`src/rtl/serial_adder.sv`:
```
// Bit-serial WIDTH-bit adder: one full-adder cell plus a carry flip-flop, LSB first.
// Optional signed-overflow output is enabled by defining SERIAL_ADDER_OVF_EN.

module fa_1bit (
  input  logic i0_i,
  input  logic i1_i,
  input  logic cin_i,
  output logic sum_o,
  output logic cout_o
);
  assign sum_o  = i0_i ^ i1_i ^ cin_i;
  assign cout_o = (i0_i & i1_i) | (i0_i & cin_i) | (i1_i & cin_i);
endmodule

module serial_adder #(
  parameter int WIDTH = 8
) (
  input  logic             clk_i,
  input  logic             rst_i,
  input  logic             start_i,
  input  logic [WIDTH-1:0] a_i,
  input  logic [WIDTH-1:0] b_i,
  input  logic             cin_i,
  output logic             busy_o,
  output logic             done_o,
  output logic [WIDTH-1:0] sum_o,
  output logic             cout_o
`ifdef SERIAL_ADDER_OVF_EN
  ,
  output logic             ovf_o
`endif
);
  localparam int CW = (WIDTH > 1) ? $clog2(WIDTH) : 1;

  typedef enum logic [1:0] {
    IDLE = 2'd0,
    RUN  = 2'd1,
    DONE = 2'd2
  } state_t;

  state_t           state_q, state_d;
  logic [WIDTH-1:0] a_sr_q, a_sr_d;
  logic [WIDTH-1:0] b_sr_q, b_sr_d;
  logic [WIDTH-1:0] s_sr_q, s_sr_d;
  logic [WIDTH-1:0] sum_q, sum_d;
  logic [CW-1:0]    count_q, count_d;
  logic             carry_q, carry_d;
  logic             cout_q, cout_d;
  logic             busy_q, busy_d;
  logic             done_q, done_d;
  logic             fa_sum, fa_cout;
`ifdef SERIAL_ADDER_OVF_EN
  logic             ovf_q, ovf_d;
`endif

  fa_1bit u_fa (
    .i0_i   (a_sr_q[0]),
    .i1_i   (b_sr_q[0]),
    .cin_i  (carry_q),
    .sum_o  (fa_sum),
    .cout_o (fa_cout)
  );

  always_comb begin
    state_d = state_q;
    a_sr_d  = a_sr_q;
    b_sr_d  = b_sr_q;
    s_sr_d  = s_sr_q;
    sum_d   = sum_q;
    count_d = count_q;
    carry_d = carry_q;
    cout_d  = cout_q;
`ifdef SERIAL_ADDER_OVF_EN
    ovf_d   = ovf_q;
`endif
    case (state_q)
      IDLE: begin
        if (start_i) begin
          a_sr_d  = a_i;
          b_sr_d  = b_i;
          s_sr_d  = '0;
          carry_d = cin_i;
          count_d = '0;
          state_d = RUN;
        end else begin
          state_d = IDLE;
        end
      end
      RUN: begin
        a_sr_d  = {1'b0, a_sr_q[WIDTH-1:1]};
        b_sr_d  = {1'b0, b_sr_q[WIDTH-1:1]};
        s_sr_d  = {fa_sum, s_sr_q[WIDTH-1:1]};
        carry_d = fa_cout;
        count_d = count_q + CW'(1);
        // Last bit: carry_q is the carry into the MSB, fa_cout the carry out of it.
        if (count_q == CW'(WIDTH - 1)) begin
          sum_d   = s_sr_d;
          cout_d  = fa_cout;
`ifdef SERIAL_ADDER_OVF_EN
          ovf_d   = carry_q ^ fa_cout;
`endif
          state_d = DONE;
        end else begin
          state_d = RUN;
        end
      end
      DONE: begin
        state_d = IDLE;
      end
      default: begin
        state_d = IDLE;
      end
    endcase
    busy_d = (state_d != IDLE);
    done_d = (state_d == DONE);
  end

  always_ff @(posedge clk_i) begin
    if (rst_i) begin
      state_q <= IDLE;
      a_sr_q  <= '0;
      b_sr_q  <= '0;
      s_sr_q  <= '0;
      sum_q   <= '0;
      count_q <= '0;
      carry_q <= 1'b0;
      cout_q  <= 1'b0;
      busy_q  <= 1'b0;
      done_q  <= 1'b0;
`ifdef SERIAL_ADDER_OVF_EN
      ovf_q   <= 1'b0;
`endif
    end else begin
      state_q <= state_d;
      a_sr_q  <= a_sr_d;
      b_sr_q  <= b_sr_d;
      s_sr_q  <= s_sr_d;
      sum_q   <= sum_d;
      count_q <= count_d;
      carry_q <= carry_d;
      cout_q  <= cout_d;
      busy_q  <= busy_d;
      done_q  <= done_d;
`ifdef SERIAL_ADDER_OVF_EN
      ovf_q   <= ovf_d;
`endif
    end
  end

  assign busy_o = busy_q;
  assign done_o = done_q;
  assign sum_o  = sum_q;
  assign cout_o = cout_q;
`ifdef SERIAL_ADDER_OVF_EN
  assign ovf_o  = ovf_q;
`endif

endmodule

```
`config.mk`:
```
export PLATFORM = sky130hd
export DESIGN_NAME = serial_adder
export DESIGN_NICKNAME = d
export VERILOG_FILES = /design/src/rtl/serial_adder.sv
export SDC_FILE = /design/constraint.sdc
export NUM_CORES = 1
export LEC_CHECK = 0
export ABC_AREA = 1
export CORE_MARGIN = 2
export CORE_UTILIZATION = 55
export DETAILED_ROUTE_END_ITERATION = 10
export PLACE_DENSITY = 0.92
export SYNTH_ARGS = -nofsm -noshare
export SYNTH_HDL_FRONTEND = slang
export SYNTH_SLANG_ARGS = --single-unit
```
`constraint.sdc`:
```
create_clock -name clk_i -period 2.6 [get_ports clk_i]
set_input_delay 0.39 -clock clk_i [delete_from_list [all_inputs] [get_ports clk_i]]
set_output_delay 0.39 -clock clk_i [all_outputs]
set_load 0.005 [all_outputs]
```
# After elaboration in Yosys (flattened, before gate mapping)
# Cells that the tools add are included.
# totals
in_bits,20
regBits,41
output_inout_bits,11
elab_cells,40
# classes
bitwise,7
eq_ne,4
addsub,1
n_reduce_logical,5
n_mux,13
# op_table
operator,count
$pmux 8 s2,3
$mux 8,3
$pmux 3 s2,1
$pmux 2 s2,1
$reduce_and 2->1,2
$reduce_bool 2->1,2
$add 3x1->3 const B,1
$and 1x1->1,3
$eq 3x3->1 const B,1
$mux 3,1
$eq 2x1->1 const B,1
$eq 2x2->1 const B,1
$logic_not 2->1,1
$mux 1,2
$mux 2,1
$ne 2x2->1 const B,1
$or 1x1->1,2
$pmux 1 s2,1
$xor 1x1->1,2

# Logic depth before layout (Yosys ltp)
# Gate-level depths: netlist of the first run.
# logic_depth
depth_word,4
mapped_depth,7
mapped_depth_nobuf,6

# By module
# From an unflattened synthesis of the first run, not the netlist that was laid out.
# unflattened
hier_cells,256
hier_area_um2,1737.9
# by_module_without_submodules
mod,seq_area_each_um2,n_inst,cells_each,area_per_inst_um2
serial_adder,800.8,1,255,1717.9
fa_1bit,0.0,1,1,20.0

# Least setup slack after synthesis of the first run
# No wires, ideal clock.
# synth_path
path_type,register to register
from,register count_q[0]
to,"register cout_q, in the netlist cout_o"
n_path_buf,1
required_ns,2.541
path_slack_ns,1.412
synth_period_minus_slack_ns,1.188
setup_ns,0.059
stages_incl_launch_ff,7
arrival_time_ns,1.129
cell_sequence,dfxtp_1 -> ha_1 -> ha_1 -> nand2_1 -> buf_2 -> nand3_1 -> nand2_1
# synth_via
elab_chain_len,2
# synth_rtl
element,line,rtl
"start, declared",46,"logic [CW-1:0] count_q, count_d;"
"start signal, assigned",139,count_q <= count_d;
$eq 3x3->1,96,if (count_q == CW'(WIDTH - 1)) begin
$reduce_and 2->1 (no line),--,
"end signal, assigned",141,cout_q <= cout_d;
"end, declared",48,"logic cout_q, cout_d;"
# Every way passes these cells.
# A chain may end at the register's enable or synchronous reset.

# Worst setup path after layout of the first run
# layout_path
from,"register sum_q[4], in the netlist sum_o[4]"
to,output port sum_o[4]
# layout_rtl
element,line,rtl
"start, declared",45,"logic [WIDTH-1:0] sum_q, sum_d;"
"start signal, assigned",138,sum_q <= sum_d;
"end, declared",26,"output logic [WIDTH-1:0] sum_o,"
# No word-level cell between the ends.

==> run metrics, run 1 <==
outcome=completed; placed cell area=2060 um2; drt total wl=3290 um; CP max stage delay=510 ps; Post-Layout Cell Count=330; Peak Freq=633 MHz; H-tree Lvls=2; port bufs=30; CP startpoint kind=flip-flop; sw power=0.000290 W; vias in the first global route=1,324; Sequential Power Share=0.545; Worst-path clk slew=110 ps; cell at the slowest stage of the critical path=clkdlybuf4s50_1; syn nets=279; Crit path max-delay family=buffers and inverters; Combinational Power Share=0.131; Power Dens Cells=563 nW/um2; Min-Delay Path Class=reg -> reg; Post-Synthesis Cell Area=1740 um2; CTS Hold Bufs=0; ANT cells=0; max layer used=met4; CTS Root Cell=clkbuf_4; Tightest Pin Transition=448 ps; Initial Utilization=0.574; clock power share=0.325; most common cell after layout, fill and taps aside=nand2_1; grt ovf=0; core area=3030 um2; Lkg Pwr=0.984 nW; clock sink total=40; via count=1,570; Avg Vias per Cell=4.76; Num CTS Buffers=5; crit-path max FO=2; setup repair bufs after CTS=0; Final Max Slew Viols=0; synth unique cells=18; Final Util=0.706; Post-Layout Inst Area=2140 um2; gr usage total=0.207; Routed Antenna Nets=0; Setup Total Neg Slack=0 ps; Total Nets Final=308; Die Area=3630 um2; initial DRC count=80; critical-path cell list=clkdlybuf4s50_1; most frequent cells in the layout=nand2_1, dfxtp_1, nor2_1, clkdlybuf4s50_1, nand3_1; period utilisation layout=0.607; largest net degree at the start of global routing=33; CP Buf/Inv Count=1; overall die height=60.2 um; RePlAce Congestion=0.768; DR WL met3=114 um; Int Pwr=0.000913 W; DP Wirelength=2210 um; Max Cap Violations=0; Syn-to-layout area delta=23.0%; Sw Share=0.241; WL/cell=9.97 um; Avg Inst Size Synth=6.79 um2; Post-Synthesis Cells=256; Seq/Total Area, Yosys=0.461; Fin. Hold Viols=0; CP Class=reg -> out; CP Capture Type=output pin; post-cts sizing count=0; initial antenna violation count=0; placed cell count=322; unrepaired setup endpoints after global routing=no; drt first pass iters=4; Finish-stage setup viols=0; layout cells sized above 1=0.0594; post-synthesis register bit count=40; first-pass GRT wire length=5630 um; # rows=20; routed wl met2=1570 um; peak supply drop=0.376 mV; Slew HR=0.700; Die W=60.2 um; CP required=2210 ps; wire length on met1=1550 um; maximum clock path buffer count=2; Yosys warnings=0; IO Pins=31; Clock Skews=7.17 ps; CTS tree=done; Post-route DRC=0; minimum clock period after layout=1580 ps; worst skew pair latency=330 ps; WP data arrival=1190 ps
-- worst paths after layout --
kind              startpoint        end  slack (ps)  depth (start not counted)
setup / recovery    sum_o[4]   sum_o[4]        1020                          1
hold / removal     s_sr_q[1]  s_sr_q[1]         470                          2
setup reg to reg  state_q[0]  b_sr_q[3]        1040                          6
hold reg to reg    s_sr_q[1]  s_sr_q[1]         470                          2
-- area by class of cell --
class / instances / area [um2]
Fill cell: 257 / 891
Clock buffer: 6 / 41.3
Multi-Input combinational cell: 183 / 792
Sequential cell: 40 / 801
Timing Repair Buffer: 35 / 338
Inverter: 20 / 75.1
Clock inverter: 2 / 35.0
Tap cell: 44 / 55.1
-- power by group through the flow --
stage          Combinational [W]  Sequential [W]  Clock, W
4_1_cts                 0.000158        0.000656  0.000395
2_1_floorplan           0.000106        0.000666         0
3_3_place_gp            0.000152        0.000668         0
3_5_place_dp            0.000155        0.000670         0
6_report                0.000157        0.000655  0.000391
5_1_grt                 0.000180        0.000660  0.000433
-- routing by layer --
| layer | global-route usage | vias to the layer above |
|---|---|---|
| met3 | 0.0476 | 6 |
| met5 | 0 | - |
| met2 | 0.309 | 39 |
| li1 | - | 837 |
| met1 | 0.282 | 688 |
| met4 | 0.0952 | 0 |
-- cells by family after synthesis --
family | after synthesis | share of synthesized area
buf+inv | 33 | 0.0835
fa+ha+maj | 3 | 0.0259
compound gates | 13 | 0.0439
simple gates | 167 | 0.386
flops | 40 | 0.461
-- metrics by stage --
step           power, W  hold slack [ps]  setup WS, ps
3_5_place_dp   0.000825              459           694
3_3_place_gp   0.000820              454           756
2_1_floorplan  0.000772              434          1410
6_report        0.00120              474          1020
4_1_cts         0.00121              475          1010
5_1_grt         0.00127              499           940
-- synthesized netlist by cell type --
library cell  instances  share of area
fa_1                  1          0.012
buf_2                 8          0.023
o21ai_4               1         0.0094
inv_1                18          0.039
dfxtp_1              40           0.46
a21oi_1              11          0.032
nor2_1               38          0.082
nand2_1             101           0.22
nand3_1              25          0.072
inv_2                 2         0.0043
nor2_4                1         0.0065
clkbuf_1              1         0.0022
ha_1                  2          0.014
buf_4                 3          0.013
o21ai_0               1         0.0029
buf_1                 1         0.0022
nand2_2               1         0.0036
and2_1                1         0.0036
-- registers in the layout (all words and copies together), names as in the netlist --
register / cells
a_sr_q: 8
b_sr_q: 8
busy_o: 1
carry_q: 1
count_q: 3
cout_o: 1
done_o: 1
s_sr_q: 7
state_q: 2
sum_o: 8
No activity file was read; power rests on OpenSTA's default activity.
==> run 2, diff against run 1 <==
--- a/config.mk
+++ b/config.mk
@@ -7,9 +7,9 @@
 export LEC_CHECK = 0
 export ABC_AREA = 1
 export CORE_MARGIN = 2
-export CORE_UTILIZATION = 55
+export CORE_UTILIZATION = 51
 export DETAILED_ROUTE_END_ITERATION = 10
-export PLACE_DENSITY = 0.92
+export PLACE_DENSITY = 0.87
 export SYNTH_ARGS = -nofsm -noshare
 export SYNTH_HDL_FRONTEND = slang
 export SYNTH_SLANG_ARGS = --single-unit
==> constraint.sdc (replaced) <==
create_clock -name clk_i -period 1.52 [get_ports clk_i]
set_input_delay 0.228 -clock clk_i [delete_from_list [all_inputs] [get_ports clk_i]]
set_output_delay 0.228 -clock clk_i [all_outputs]
set_load 0.005 [all_outputs]
==> run metrics, run 2 (synthesized netlist as in run 1, its figures left out) <==
Post-Layout Inst Area=2200 um2 (+3.0%); ANT cells=0 (unchanged); placed cell count=329 (+2.2%); Lkg Pwr=1.03 nW (+5.0%); Total Nets Final=313 (+1.6%); Avg Vias per Cell=4.67 (-1.8%); FF-to-FF path depth=6 (unchanged); Slew HR=0.786 (+0.0859); # rows=21 (+5.0%); Max Cap Violations=0 (unchanged); Initial Utilization=0.525 (-0.0490); CP Class=reg -> out; critical-path cell list=clkdlybuf4s50_1; clock power share=0.339 (+0.014); R2R setup slack=130 ps (-910 ps); CP Capture Type=output pin; setup repair bufs after CTS=0 (unchanged); vias in the first global route=1,406 (+6.2%); Tightest Pin Transition=320 ps (-129 ps); hold depth=3 (+1); via count=1,575 (+0.32%); max layer used=met4; CP required=1290 ps (-920 ps); Peak Freq=700 MHz; Num CTS Buffers=5 (unchanged); port bufs=30 (unchanged); initial antenna violation count=0 (unchanged); layout cells sized above 1=0.0790 (+0.0196); Min-Delay Path Class=in -> reg; worst skew pair latency=350 ps (+20 ps); clock sink total=40 (unchanged); CP max stage delay=500 ps (about the same); cell at the slowest stage of the critical path=clkdlybuf4s50_1; Final Max Slew Viols=0 (unchanged); WL/cell=9.64 um (-3.3%); outcome=completed; Power Dens Cells=961 nW/um2 (+71%); maximum clock path buffer count=2 (unchanged); Sequential Power Share=0.531 (-0.014); grt ovf=0 (unchanged); minimum clock period after layout=1430 ps; peak supply drop=0.580 mV (+54%); Worst R2R End=sum_o[7]; fill count=293 (+14%); Combinational Power Share=0.131 (about the same); CTS Root Cell=clkbuf_4; drt total wl=3250 um (-1.2%); initial DRC count=68 (-15%); DP Wirelength=2280 um (+3.1%); unrepaired setup endpoints after global routing=no; IO Pins=31 (unchanged); largest net degree at the start of global routing=33 (unchanged); Crit path max-delay family=buffers and inverters; RR Startpoint=count_q[0]; crit-path max FO=2 (unchanged); Finish-stage setup viols=0 (unchanged); sw power=0.000536 W (+85%); Worst-path clk slew=120 ps (about the same); CP Buf/Inv Count=1 (unchanged); placed cell area=2110 um2 (+2.6%); DR WL met3=105 um (-7.9%); overall die height=62.4 um (+3.6%); first-pass GRT wire length=6010 um (+6.7%); most frequent cells in the layout=nand2_1, dfxtp_1, nor2_1, clkdlybuf4s50_1, nand3_1; Routed Antenna Nets=0 (unchanged); gr usage total=0.189 (-0.0179); drt first pass iters=4 (unchanged); Post-Layout Cell Count=337 (+2.1%); Hold EP=a_sr_q[7]; wire length on met1=1600 um (+3.4%); core area=3310 um2 (+9.3%); Clock Skews=3.95 ps (-3.21 ps); WP data arrival=1200 ps (about the same); final hold slack=439 ps (-34.2 ps); most common cell after layout, fill and taps aside=nand2_1; CTS Hold Bufs=0 (unchanged); RePlAce Congestion=0.736 (-4.3%); Die Area=3890 um2 (+7.3%); Hold Crit Start=a_i[7]; Post-route DRC=0 (unchanged); Setup Total Neg Slack=0 ps (unchanged); Fin. Hold Viols=0 (unchanged); CTS tree=done; Die W=62.4 um (+3.6%); Int Pwr=0.00158 W (+73%); routed wl met2=1520 um (-3.1%); H-tree Lvls=2 (unchanged); CP startpoint kind=flip-flop; Sw Share=0.253 (+0.0121); Syn-to-layout area delta=26.6%; period utilisation layout=0.939
run 2: cell count changes in the layout (fill, tap and decap cells not counted), sizes merged:
| cell | previous run | this run |
|---|---|---|
| clkbuf | 6 | 5 |
| dlymetal6s2s | 0 | 1 |
| buf | 5 | 10 |
| clkinv | 1 | 2 |
| clkdlybuf4s50 | 30 | 29 |
run 2: routing by layer:
metal,up-vias,track usage
li1,847,-
met1,703,0.245
met2,23,0.308
met3,2,0.0468
met4,0,0.0667
met5,-,0
run 2: per-stage QoR:
stage	setup WS (ps)	utilization	power [W]
global placement	147	0.638	0.00142
detailed placement	100	0.638	0.00142
finish	92.0	0.665	0.00212
CTS	22.9	0.664	0.00213
global route	5.88	0.665	0.00223
floorplan	332	-	0.00132
run 2: worst max path at each step:
stage,start,slack [ps],depth (start not counted),to
finish,sum_o[0],90,1,sum_o[0]
global route,count_q[0],6,6,sum_o[6]
CTS,sum_o[2],20,1,sum_o[2]
detailed placement,start_i,100,6,a_sr_q[5]
global placement,start_i,150,6,a_sr_q[3]
floorplan,count_q[0],330,6,cout_o
run 2: power groups by stage:
| stage | logic [W] | clock network (W) | registers, W |
|---|---|---|---|
| final | 0.000276 | 0.000717 | 0.00112 |
| after CTS | 0.000279 | 0.000729 | 0.00112 |
| after global placement | 0.000273 | 0 | 0.00114 |
| after global routing | 0.000320 | 0.000778 | 0.00113 |
| after floorplan | 0.000181 | 0 | 0.00114 |
| after detailed placement | 0.000277 | 0 | 0.00115 |
run 2: repair_timing:
item,4_1_cts,5_1_grt
gates resized for setup,0,1
endpoints found under the setup margin,0,1
endpoints found under the hold margin,0,0
run 2: area by class of cell:
type                       instances  area, um2  area share
clock buffer                       5       37.5      0.0171
clock inverter                     3       47.5      0.0216
inverter                          20       75.1      0.0341
multi-input combinational        183        792       0.360
sequential                        40        801       0.364
tap                               46       57.6      0.0262
timing repair buffer              40        390       0.177
